### src/rtl/bus_bram_slave.sv
// Serial bus slave that deserialises a transaction and issues exactly one BRAM access.
// Optional parity on the serial frames is enabled by defining BUS_PARITY_EN.
module bus_bram_slave #(
    parameter int unsigned ADDR_WIDTH   = 12,
    parameter int unsigned DATA_WIDTH   = 8,
    parameter int unsigned READ_LATENCY = 1
) (
    input  logic                  clk,
    input  logic                  reset,
    input  logic                  bus_valid,
    input  logic                  bus_mode,
    input  logic                  bus_sin,
    output logic                  bus_ready,
    output logic                  bus_sout,
    output logic                  bus_sout_valid,
    output logic                  bus_done,
    output logic                  bus_err,
    output logic                  bram_rst,
    input  logic                  bram_rst_busy,
    output logic                  bram_en,
    output logic                  bram_we,
    output logic [ADDR_WIDTH-1:0] bram_addr,
    output logic [DATA_WIDTH-1:0] bram_din,
    input  logic [DATA_WIDTH-1:0] bram_dout
);

    localparam logic [3:0] StIdle  = 4'd0;
    localparam logic [3:0] StAddr  = 4'd1;
    localparam logic [3:0] StWdata = 4'd2;
`ifdef BUS_PARITY_EN
    localparam logic [3:0] StPar   = 4'd3;
`endif
    localparam logic [3:0] StWrite = 4'd4;
    localparam logic [3:0] StRead  = 4'd5;
    localparam logic [3:0] StRwait = 4'd6;
    localparam logic [3:0] StRdata = 4'd7;
    localparam logic [3:0] StDone  = 4'd8;

    localparam int unsigned CntW = 8;
`ifdef BUS_PARITY_EN
    localparam int unsigned SoutW = DATA_WIDTH + 1;
`else
    localparam int unsigned SoutW = DATA_WIDTH;
`endif

    logic [3:0]            state_q, state_d;
    logic [CntW-1:0]       cnt_q, cnt_d;
    logic                  valid_q;
    logic                  mode_q;
    logic                  start;
    logic                  wr_ok;
    logic                  bram_rst_q;
    logic [ADDR_WIDTH-1:0] addr_sr_q, addr_hold_q;
    logic [DATA_WIDTH-1:0] data_sr_q, din_hold_q;
    logic [SoutW-1:0]      sout_sr_q;
`ifdef BUS_PARITY_EN
    logic                  par_err_q;

    assign wr_ok   = ~par_err_q;
    assign bus_err = (state_q == StWrite) && par_err_q;
`else
    assign wr_ok   = 1'b1;
    assign bus_err = 1'b0;
`endif

    assign bram_rst       = bram_rst_q;
    assign bus_ready      = (state_q == StIdle) && !bram_rst_busy && !bram_rst_q;
    assign start          = bus_ready && bus_valid && !valid_q;
    assign bus_sout_valid = (state_q == StRdata);
    assign bus_sout       = bus_sout_valid & sout_sr_q[0];
    assign bus_done       = (state_q == StDone);
    assign bram_we        = (state_q == StWrite) && wr_ok;
    assign bram_en        = bram_we || (state_q == StRead);
    // Shift registers are exposed only during the access cycle; otherwise the last access holds.
    assign bram_addr = (state_q == StWrite || state_q == StRead) ? addr_sr_q : addr_hold_q;
    assign bram_din  = (state_q == StWrite) ? data_sr_q : din_hold_q;

    always_comb begin
        state_d = state_q;
        cnt_d   = cnt_q + 1'b1;
        case (state_q)
            StIdle: begin
                cnt_d = '0;
                if (start) state_d = StAddr;
            end
            StAddr: begin
                if (!bus_valid) begin
                    state_d = StIdle;
                end else if (cnt_q == CntW'(ADDR_WIDTH - 1)) begin
                    cnt_d   = '0;
                    state_d = mode_q ? StWdata : StRead;
                end
            end
            StWdata: begin
                if (!bus_valid) begin
                    state_d = StIdle;
                end else if (cnt_q == CntW'(DATA_WIDTH - 1)) begin
                    cnt_d = '0;
`ifdef BUS_PARITY_EN
                    state_d = StPar;
`else
                    state_d = StWrite;
`endif
                end
            end
`ifdef BUS_PARITY_EN
            StPar:   state_d = bus_valid ? StWrite : StIdle;
`endif
            StWrite: state_d = StDone;
            StRead: begin
                cnt_d   = '0;
                state_d = StRwait;
            end
            StRwait: begin
                if (cnt_q == CntW'(READ_LATENCY - 1)) begin
                    cnt_d   = '0;
                    state_d = StRdata;
                end
            end
            StRdata: begin
                if (cnt_q == CntW'(SoutW - 1)) state_d = StDone;
            end
            StDone:  state_d = StIdle;
            default: state_d = StIdle;
        endcase
    end

    always_ff @(posedge clk) begin
        bram_rst_q <= reset;
    end

    always_ff @(posedge clk) begin
        if (reset) begin
            state_q     <= StIdle;
            cnt_q       <= '0;
            valid_q     <= 1'b0;
            mode_q      <= 1'b0;
            addr_sr_q   <= '0;
            addr_hold_q <= '0;
            data_sr_q   <= '0;
            din_hold_q  <= '0;
            sout_sr_q   <= '0;
`ifdef BUS_PARITY_EN
            par_err_q   <= 1'b0;
`endif
        end else begin
            state_q <= state_d;
            cnt_q   <= cnt_d;
            valid_q <= bus_valid;
            case (state_q)
                StIdle:  if (start) mode_q <= bus_mode;
                StAddr:  addr_sr_q <= {bus_sin, addr_sr_q[ADDR_WIDTH-1:1]};
                StWdata: data_sr_q <= {bus_sin, data_sr_q[DATA_WIDTH-1:1]};
`ifdef BUS_PARITY_EN
                StPar:   par_err_q <= bus_sin ^ (^{addr_sr_q, data_sr_q});
`endif
                StWrite: begin
                    addr_hold_q <= addr_sr_q;
                    din_hold_q  <= data_sr_q;
                end
                StRead:  addr_hold_q <= addr_sr_q;
                StRwait: begin
                    if (cnt_q == CntW'(READ_LATENCY - 1)) begin
`ifdef BUS_PARITY_EN
                        sout_sr_q <= {^{addr_sr_q, bram_dout}, bram_dout};
`else
                        sout_sr_q <= bram_dout;
`endif
                    end
                end
                StRdata: sout_sr_q <= sout_sr_q >> 1;
                default: ;
            endcase
        end
    end

endmodule

### config.mk
export PLATFORM = sky130hd
export DESIGN_NAME = bus_bram_slave
export DESIGN_NICKNAME = d
export VERILOG_FILES = /design/src/rtl/bus_bram_slave.sv
export SDC_FILE = /design/constraint.sdc
export NUM_CORES = 1
export LEC_CHECK = 0
export ABC_AREA = 1
export CORE_ASPECT_RATIO = 0.7
export CORE_MARGIN = 2
export CORE_UTILIZATION = 50
export DETAILED_ROUTE_END_ITERATION = 6
export GPL_TIMING_DRIVEN = 0
export MAX_ROUTING_LAYER = met4
export PLACE_DENSITY = 0.74
export SYNTH_ARGS = -nofsm -noshare
export SYNTH_HDL_FRONTEND = slang
export SYNTH_SLANG_ARGS = --single-unit
### constraint.sdc
create_clock -name clk -period 3 [get_ports clk]
set_input_delay 0.6 -clock clk [delete_from_list [all_inputs] [get_ports clk]]
set_output_delay 0.6 -clock clk [all_outputs]
set_load 0.005 [all_outputs]
# == Yosys cells after proc, flatten, opt, wreduce, memory -nomap -nowiden ==
# Index checks and enable logic that the tools add are counted.
# totals
wordCells,61
output_inout_bits,28
regBits,63
# classes
bitwise,1
mux,19
eq_ne,14
n_addsub,1
reduce_logical,16
# ops
operator,count
2-to-1 mux 8 bit,7
one-hot mux 8 bit (4 select lines),1
2-to-1 mux 4 bit,7
one-hot mux 4 bit (7 select lines),1
"== test 4 x 3 -> 1 bit, second input constant",4
one-hot mux 8 bit (2 select lines),1
2-to-1 mux 12 bit,1
"adder 8 x 1 -> 8 bit, second input constant",1
"== test 8 x 3 -> 1 bit, second input constant",1
"== test 8 x 4 -> 1 bit, second input constant",1
zero test 8 bit,1
"inequality test 3 bit, second input constant",2
AND reduction 5 bit,1
"== test 4 x 1 -> 1 bit, second input constant",1
"== test 4 x 2 -> 1 bit, second input constant",1
"== test 4 bit, second input constant",1
logical AND 1 bit,4
zero test 4 bit,1
"inequality test 2 bit, second input constant",2
AND reduction 2 bit,2
OR reduction 2 bit,2
zero test 1 bit,3
2-to-1 mux 3 bit,1
"inequality test 2 x 1 -> 1 bit, second input constant",1
other kinds (3),3

# == Longest topological paths before layout ==
# Gate-level depths: netlist (run 1).
# logic_depth
depth_word,7
ltp_mapped,10
ltp_nobuf,9

# == Worst setup path before layout (run 1) ==
# Ideal clock, no wire load.
# synth_path
kind,flip-flop to output port
from,register state_q[1]
to,output port bram_din[0]
required_time_ns,2.400
arrival_time_ns,1.199
slack_ns,1.201
path_stages_with_launch,9
path_cell_list,dfxtp_1 buf_4 inv_2 nand2_1 nor2_2 buf_4 or2_2 o21ai_2 inv_1
# synth_via
elab_chain_cells,2
# synth_rtl
element,line,source
from (decl),46,"logic [3:0] state_q, state_d;"
from (signal assigned),134,state_q <= StIdle;
from (signal assigned),147,state_q <= state_d;
== test 4 x 3 -> 1 bit,-,
named net bram_we,21,"output logic bram_we,"
2-to-1 mux 8 bit,-,
to (decl),23,"output logic [DATA_WIDTH-1:0] bram_din,"
# The timed path passes the listed nets, and every way through them passes these cells.

# == Worst setup path after layout (run 1) ==
# layout_path
from,register state_q[2]
to,output port bram_addr[2]
# layout_via
elab_chain_cells,3
# layout_rtl
element,line,source
== test 4 x 3 -> 1 bit,75,assign bram_addr = (state_q == StWrite || state_q == StRead) ? addr_sr_q : addr_hold_q;
logical OR 1 bit *,75,
2-to-1 mux 12 bit *,75,
to (decl),22,"output logic [ADDR_WIDTH-1:0] bram_addr,"
# Every way passes the cells marked *; elsewhere a longest branch is shown, timed or not.

==> out/metrics.cfg, run 1 <==
[detailed_routing]
antenna_left=0
drt_iter0_markers=122
wl_per_cell_um=11.8
m1WireLength_um=3100
dr_wl_met2_um=2610
wl_met3_um=341
drc_errors=0
wl_um=6150
dr_total_vias=2543
top_layer=met4
vias_per_cell=4.90
dr.pass1.iters=4

[synthesis]
synthArstFlopShare_pct=0
synthFlopType=dfxtp_1
synth_edf_count=0
synth-seq-area-share_pct=43.6
synth_cells=388
synth-seq-cells=63
syn-cell-area_um2=2890
synth_cell_types=34
synth_nets=404
yosys_warnings=0
syn_avg_cell_area_um2=7.46

[critical_path]
slowest_delay_ns=0.51
cp.required_ns=2.40
worstPathCellList=inv_2 -> nor2_4 -> inv_2 -> nor2_8 -> buf_8 -> or2_1 -> inv_2 -> a21oi_1 -> clkdlybuf4s50_1
crit_slowest_cell=clkdlybuf4s50_1
rrSetupSlack_ns=1.48
cp.arrival_ns=2.18
critPathLaunchType=flip-flop
crit_top_cell=inv_2
crit_type=reg -> out
crit_fanout=10
cp-end-kind=primary output

[die]
die_area_um2=6420
dieWidth_um=94.9
core_um2=5670
initial_core_util_pct=51.0
ios=42
rows=23
die-height_um=67.7

[grt]
grt_usage_pct=21.9
grt_pass1_wl_um=10300
grt_pass1_vias=2252
grt.overflow.total=0
antenna_found_initial=0
grt_start_max_net_pins=12

[sta]
finalCritPeriodShare_pct=92.8
holdWs_ns=0.453
finalSetupTns_ns=0
slew_headroom_pct=63.7
finalHoldViolCount=0
fin_crit_ns=2.78
finClkSkew_ns=0.00782
rsz0062_at_grt=false
finalMaxSlewViolations=0
worst_slack_ns=0.216
setup_viol=0
tightest_slew_ns=0.544
fmax_mhz=359

[final_layout]
fin_area_um2=3600
finalNetCount=455
layout_common_cells=nor2_1, dfxtp_1, inv_1
layout_commonest_cell=nor2_1
seqCellArea_um2=1260
drive_above_1_share_pct=16.7
syn2layout_area_growth_pct=24.3
fillCellCount=486
multi_input_area_um2=1300
n_antenna_cell=0
fin_cells=519

[power]
vdd_drop_max_mv=0.445
cellLeakagePower_nw=1.58
pwr_density_cell_nw_per_um2=951

[clocking]
numCtsBuffers=9
cts-root-buf=clkbuf_8
cts_buffer_depth=2
clk_pin_slew_worst_paths_ns=0.07
cts_sinks=63
holdBufCountCts=0
postCtsSetupBuffers=0
htreeDepth=3
cts_tree=yes
worstSkewPairLatency_ns=0.35
cts-resized-gates=0

[placed_design]
dp_slack_ns=0.551
dp.cells=503
numPortBuffers=40
placed_cell_area_um2=3390
gp_congestion=0.910
place_hpwl_um=4370

[outcome]
outcome=completed

[hold_path]
min_path_type=reg -> reg

[job]
drv_cap=0

==> synthesized netlist by cell type, types with 2 or more instances <==
| library cell | number | area, um2 |
|---|---|---|
| nor2_1 | 67 | 251 |
| nor2_2 | 5 | 31.3 |
| o21ai_1 | 4 | 20.0 |
| clkbuf_1 | 8 | 30.0 |
| o21ai_0 | 33 | 165 |
| dfxtp_1 | 63 | 1260 |
| o21ai_2 | 7 | 61.3 |
| a21oi_1 | 31 | 155 |
| buf_4 | 4 | 30.0 |
| nand3_1 | 12 | 60.1 |
| nand2_1 | 27 | 101 |
| inv_1 | 48 | 180 |
| nor3_1 | 14 | 70.1 |
| or2_2 | 17 | 106 |
| a211oi_2 | 3 | 37.5 |
| nor2_4 | 2 | 22.5 |
| ha_1 | 2 | 25.0 |
| or2_1 | 3 | 18.8 |
| inv_2 | 12 | 45.0 |
| inv_4 | 2 | 12.5 |
| xor2_1 | 3 | 26.3 |
| a211oi_1 | 9 | 67.6 |
==> critical path: cells and delay by family, from the launching register on <==
kind | cells | cell delay (ns)
and+or+nand+nor | 3 | 0.39
DFF | 1 | 0.44
buffers and inverters | 5 | 0.88
AOI/OAI and AO/OA | 1 | 0.11
==> final cells by class <==
class                           count  share of cell area, %
Clock inverter                      4                   1.50
Buffer                             15                   2.54
Tap cell                           75                   2.61
Multi-Input combinational cell    248                   36.2
Inverter                           62                   6.61
Clock buffer                       12                   4.31
Sequential cell                    63                   35.1
Timing Repair Buffer               40                   11.1
==> through the flow <==
| stage | total power, W | util [%] |
|---|---|---|
| after floorplan | 0.00211 | - |
| after global placement | 0.00263 | 59.8 |
| after detailed placement | 0.00266 | 59.8 |
| after CTS | 0.00344 | 63.5 |
| after global routing | 0.00369 | 63.5 |
| final | 0.00342 | 63.5 |
==> sequential cells by signal, summed over array words and instances, names as in the netlist <==
| name | count |
|---|---|
| din_hold_q | 8 |
| state_q | 4 |
| bram_rst | 1 |
| data_sr_q | 8 |
| cnt_q | 8 |
| mode_q | 1 |
| sout_sr_q | 8 |
| addr_hold_q | 12 |
| addr_sr_q | 12 |
| valid_q | 1 |
==> cells by family (layout without fill, tap and decap cells) <==
group / count (synthesis) / after routing / share of synthesized area [%]
other: 1 / 1 / 0.130
AOI/OAI and AO/OA: 89 / 89 / 18.0
xor gates and xnor gates: 4 / 4 / 1.21
adders and majority gates: 2 / 2 / 0.865
and+or+nand+nor: 152 / 152 / 24.9
buffers and inverters: 77 / 133 / 11.4
DFF: 63 / 63 / 43.6
==> path summary, 6_finish.rpt <==
| kind | from | end | cells past startpoint |
|---|---|---|---|
| worst max-delay path | state_q[2] | bram_addr[2] | 9 |
| worst min-delay path | sout_sr_q[0] | sout_sr_q[0] | 2 |
| worst max register to register | state_q[0] | addr_sr_q[9] | 7 |
| worst min register to register | sout_sr_q[0] | sout_sr_q[0] | 2 |
==> routing by layer <==
layer,up-vias,global-route usage (%)
li1,1338,-
met1,1138,27.6
met2,55,32.6
met3,12,8.15
met4,0,7.07
met5,-,-
==> power breakdown <==
part	switching, W	internal (W)	leakage (nW)
sequential	0.000102	0.00107	0.514
clock	0.000332	0.000430	0.0988
combinational	0.000774	0.000710	0.969
No activity file was read; power rests on OpenSTA's default activity.
==> inputs of run 2 (changes only) <==
--- a/config.mk
+++ b/config.mk
@@ -8,11 +8,10 @@
 export ABC_AREA = 1
 export CORE_ASPECT_RATIO = 0.7
 export CORE_MARGIN = 2
-export CORE_UTILIZATION = 50
+export CORE_UTILIZATION = 25
 export DETAILED_ROUTE_END_ITERATION = 6
 export GPL_TIMING_DRIVEN = 0
 export MAX_ROUTING_LAYER = met4
-export PLACE_DENSITY = 0.74
 export SYNTH_ARGS = -nofsm -noshare
 export SYNTH_HDL_FRONTEND = slang
 export SYNTH_SLANG_ARGS = --single-unit
==> run 2 against run 1 <==
- combinational power is essentially flat
- via count rose by 0.16%
- flip-flop and latch count did not move
- worst hold slack better by 0.011 ns
- global-route usage shrank 9.8 points
- utilization shrank 30 points
- critical path depth unchanged
- die area grew 94%
- cell area rose by 5.0%
- largest power group unchanged
==> out/metrics.cfg, run 2 (synthesis results as in run 1) <==
[critical_path]
crit_type=reg -> out
rrSetupSlack_ns=1.46
critical_path.startpoint=state_q[2]
crit_fanout=10
crit_slowest_cell=clkdlybuf4s50_1
cp.required_ns=2.40
ff2ff_path_depth=7
slowest_delay_ns=0.53
timing.rr.start=state_q[0]
critPathLaunchType=flip-flop
crit_top_cell=inv_2
cp.arrival_ns=2.15
worstPathCellList=inv_2 -> nor2_4 -> inv_2 -> nor2_8 -> buf_8 -> or2_1 -> inv_2 -> a21oi_1 -> clkdlybuf4s50_1
r2r_end=addr_sr_q[4]
cp-end-kind=primary output

[clocking]
htreeDepth=3
postCtsSetupBuffers=0
cts_buffer_depth=2
cts-root-buf=clkbuf_16
holdBufCountCts=0
cts_tree=yes
clk_pin_slew_worst_paths_ns=0.05
worstSkewPairLatency_ns=0.33
numCtsBuffers=9
cts_sinks=63

[job]
drv_cap=0

[sta]
setup_viol=0
fmax_mhz=364
finalHoldViolCount=0
fin_crit_ns=2.75
finalSetupTns_ns=0
rsz0062_at_grt=false
finalMaxSlewViolations=0
slew_headroom_pct=65.6
tightest_slew_ns=0.516
finalCritPeriodShare_pct=91.6
finClkSkew_ns=0.00898

[grt]
antenna_found_initial=0
grt_pass1_vias=2477
grt.overflow.total=0
grt_usage_pct=12.1
grt_pass1_wl_um=11500
grt_start_max_net_pins=11

[placed_design]
gp_congestion=0.866
place_hpwl_um=5080
numPortBuffers=40

[hold_path]
min_path_type=reg -> reg
holdPathEnd=sout_sr_q[7]
worstHoldStart=sout_sr_q[7]
hold_depth=2

[detailed_routing]
drt_iter0_markers=127
vias_per_cell=4.27
drc_errors=0
wl_um=6760
antenna_left=0
wl_per_cell_um=11.3
dr.pass1.iters=4
dr_total_vias=2547

[final_layout]
syn2layout_area_growth_pct=30.6
fillCellCount=1219
layout_common_cells=nor2_1, dfxtp_1, inv_1
layout_commonest_cell=nor2_1
seqCellArea_um2=1260
drive_above_1_share_pct=16.7
finalNetCount=455
multi_input_area_um2=1300
n_antenna_cell=0
largestRegisters=addr_hold_q (12), addr_sr_q (12)

[die]
initial_core_util_pct=26.0
dieWidth_um=133
core_um2=11100
die_area_um2=12500
rows=32
ios=42
die-height_um=94.0

[power]
p_total_w=0.00368
pwr_density_cell_nw_per_um2=973
cellLeakagePower_nw=1.63
vdd_drop_max_mv=0.415

[outcome]
outcome=completed

## run 2: changes by cell type in the layout (fill, tap and decap cells not counted), sizes merged
cell | previous run | this run
clkinv | 1 | 3
clkinvlp | 2 | 0
## run 2: how the worst max path moves through the flow
stage,end,depth (start not counted)
finish,bram_addr[1],9
global route,bram_addr[1],9
CTS,bram_addr[1],9
detailed placement,bus_ready,5
global placement,bus_ready,5
floorplan,bram_din[0],8
## run 2: timing repair
| action | in CTS | in global routing |
|---|---|---|
| gates resized for setup | 0 | 1 |
| endpoints found under the hold margin | 0 | 0 |
| setup endpoints to repair | 0 | 1 |
## run 2: power by group
part	internal, W	leakage, nW	total, W	switching [W]
Clock	0.000660	0.146	0.00101	0.000349
Sequential	0.00107	0.514	0.00118	0.000101
Combinational	0.000710	0.969	0.00149	0.000783
Total	0.00244	1.63	0.00368	0.00123
## run 2: layout make-up
| type | count | area share (%) |
|---|---|---|
| multi-input cells | 248 | 34.5 |
| flip-flops and latches | 63 | 33.4 |
| repair buffers | 40 | 10.6 |
| clock buffers | 12 | 6.52 |
| inverters | 62 | 6.29 |
| well taps | 153 | 5.07 |
| plain buffers | 15 | 2.42 |
| clock inverters | 4 | 1.19 |
## run 2: metal layers
metal  vias up  GRT usage (%)  part of all wire, %
met2        59           17.0                   42
met4         0           4.03                 0.65
met1      1145           16.1                   52
met5         -              -                    0
met3         4           4.21                  5.1
li1       1339              -                    -
## run 2: stage by stage
step	std cells	setup slack (ns)	util, %	instance area [um2]	hold WS (ns)
3_3_place_gp	581	0.454	31.3	3490	0.443
6_report	597	0.253	33.9	3780	0.463
5_1_grt	597	0.0824	33.9	3780	0.487
4_1_cts	597	0.146	33.9	3780	0.462
3_5_place_dp	581	0.453	31.3	3490	0.454
2_1_floorplan	388	1.20	-	2890	0.430
## run 2: critical path, delay by kind of cell, from the launching register on
family,cells,cell delay [ns]
buffers and inverters,5,0.88
flip-flops,1,0.39
AND/OR/NAND/NOR,3,0.39
AO/OA/AOI/OAI,1,0.16
==> inputs of run 3 (changes only) <==
--- a/config.mk
+++ b/config.mk
@@ -6,12 +6,15 @@
 export NUM_CORES = 1
 export LEC_CHECK = 0
 export ABC_AREA = 1
+export CELL_PAD_IN_SITES_DETAIL_PLACEMENT = 1
+export CELL_PAD_IN_SITES_GLOBAL_PLACEMENT = 1
 export CORE_ASPECT_RATIO = 0.7
 export CORE_MARGIN = 2
 export CORE_UTILIZATION = 25
 export DETAILED_ROUTE_END_ITERATION = 6
 export GPL_TIMING_DRIVEN = 0
 export MAX_ROUTING_LAYER = met4
+export PLACE_DENSITY_LB_ADDON = 0.1
 export SYNTH_ARGS = -nofsm -noshare
 export SYNTH_HDL_FRONTEND = slang
 export SYNTH_SLANG_ARGS = --single-unit
==> run 3 against run 2 <==
- largest cell class unchanged
- setup slack got worse by 0.052 ns
- sequential power about the same
- largest power group unchanged
- utilization rose by 0.056 points
- first-iteration DRC count down 20%
- die area is the same
- worst hold slack got worse by 0.010 ns
- cell area up 0.17%
- power increased by 1.8%
- clock skew down 0.0021 ns
==> out/metrics.cfg, run 3 (synthesis results as in run 1) <==
[die]
initial_core_util_pct=26.0
dieWidth_um=133
rows=32
die-height_um=94.0
die_area_um2=12500
core_um2=11100
ios=42

[clocking]
cts_buffer_depth=2
clk_pin_slew_worst_paths_ns=0.05
htreeDepth=3
postCtsSetupBuffers=0
cts_tree=yes
cts-root-buf=clkbuf_16
numCtsBuffers=9
cts_sinks=63
worstSkewPairLatency_ns=0.33
cts-resized-gates=0
holdBufCountCts=0

[critical_path]
slowest_delay_ns=0.52
cp-end-kind=primary output
ff2ff_path_depth=7
critPathLaunchType=flip-flop
crit_fanout=10
cp.arrival_ns=2.20
crit_top_cell=inv_2
worstPathCellList=inv_2 -> nor2_4 -> inv_2 -> nor2_8 -> buf_8 -> or2_1 -> inv_2 -> a21oi_1 -> clkdlybuf4s50_1
crit_type=reg -> out
cp.required_ns=2.40
crit_slowest_cell=clkdlybuf4s50_1

[final_layout]
fillCellCount=1385
fin_cells=596
finalNetCount=455
seqCellArea_um2=1260
layout_commonest_cell=nor2_1
drive_above_1_share_pct=16.5
multi_input_area_um2=1300
n_antenna_cell=0
fin_area_um2=3780
layout_common_cells=nor2_1, dfxtp_1, inv_1
syn2layout_area_growth_pct=30.8
largestRegisters=addr_hold_q (12), addr_sr_q (12)

[detailed_routing]
wl_met3_um=289
antenna_left=0
top_layer=met4
vias_per_cell=4.33
drt_iter0_markers=101
wl_per_cell_um=13.2
m1WireLength_um=4330
dr_total_vias=2582
dr.pass1.iters=4
drc_errors=0
wl_um=7860
dr_wl_met2_um=3140

[placed_design]
placed_cell_area_um2=3490
dp_slack_ns=0.497
gp_congestion=0.787
place_hpwl_um=5720
dp.cells=581
numPortBuffers=40

[sta]
finalMaxSlewViolations=0
fmax_mhz=357
finalSetupTns_ns=0
slew_headroom_pct=60.4
worst_slack_ns=0.201
finalCritPeriodShare_pct=93.3
finClkSkew_ns=0.00684
tightest_slew_ns=0.594
fin_crit_ns=2.80
rsz0062_at_grt=false
finalHoldViolCount=0
setup_viol=0

[grt]
grt_usage_pct=14.2
grt_pass1_wl_um=13300
antenna_found_initial=0
grt_pass1_vias=2626
grt.overflow.total=0
grt_start_max_net_pins=11

[hold_path]
hold_depth=2
min_path_type=reg -> reg

[job]
drv_cap=0

[power]
pwr_density_cell_nw_per_um2=990
vdd_drop_max_mv=0.328
cellLeakagePower_nw=1.63

[outcome]
outcome=completed

[run 3: changes by cell type in the layout (fill, tap and decap cells not counted)]
cell,before,now
clkbuf_1,10,9
clkbuf_8,1,2
dfxtp_1,62,63
dfxtp_2,1,0
clkinv_2,3,1
clkinvlp_4,0,1
[run 3: final cells by class]
| cell class | instances | share of cell area [%] |
|---|---|---|
| Sequential cell | 63 | 33.3 |
| Tap cell | 153 | 5.06 |
| Multi-Input combinational cell | 248 | 34.4 |
| Clock buffer | 12 | 6.78 |
| Buffer | 15 | 2.41 |
| Timing Repair Buffer | 40 | 10.6 |
| Clock inverter | 3 | 1.12 |
| Inverter | 62 | 6.28 |
[run 3: layer usage]
| metal | global-route usage (%) | up-vias |
|---|---|---|
| met5 | - | - |
| met4 | 4.84 | 0 |
| met3 | 4.10 | 7 |
| met2 | 19.9 | 36 |
| met1 | 19.3 | 1206 |
| li1 | - | 1333 |
[run 3: path summary, 6_finish.rpt]
kind / start / to / slack [ns]
hold / removal: sout_sr_q[0] / sout_sr_q[0] / 0.45
setup reg to reg: state_q[0] / addr_sr_q[9] / 1.39
hold reg to reg: sout_sr_q[0] / sout_sr_q[0] / 0.45
setup / recovery: state_q[2] / bram_addr[1] / 0.20
[run 3: through the flow]
step | hold WS [ns] | util, % | total power [W]
after CTS | 0.462 | 34.0 | 0.00381
after detailed placement | 0.453 | 31.3 | 0.00273
after global routing | 0.470 | 34.0 | 0.00406
after global placement | 0.448 | 31.3 | 0.00270
after floorplan | 0.430 | - | 0.00211
final | 0.454 | 34.0 | 0.00375
[run 3: worst max-delay path: cells and delay by family, from the launching register on]
| family | cells | cell delay, ns |
|---|---|---|
| simple gates | 3 | 0.40 |
| buf+inv | 5 | 0.88 |
| compound gates | 1 | 0.13 |
| flops | 1 | 0.45 |
[run 3: where the power goes]
group | total, W | leakage, nW | internal (W) | switching (W)
registers | 0.00118 | 0.514 | 0.00107 | 0.000102
logic | 0.00152 | 0.969 | 0.000711 | 0.000807
clock network | 0.00105 | 0.145 | 0.000682 | 0.000370
total | 0.00375 | 1.63 | 0.00247 | 0.00128
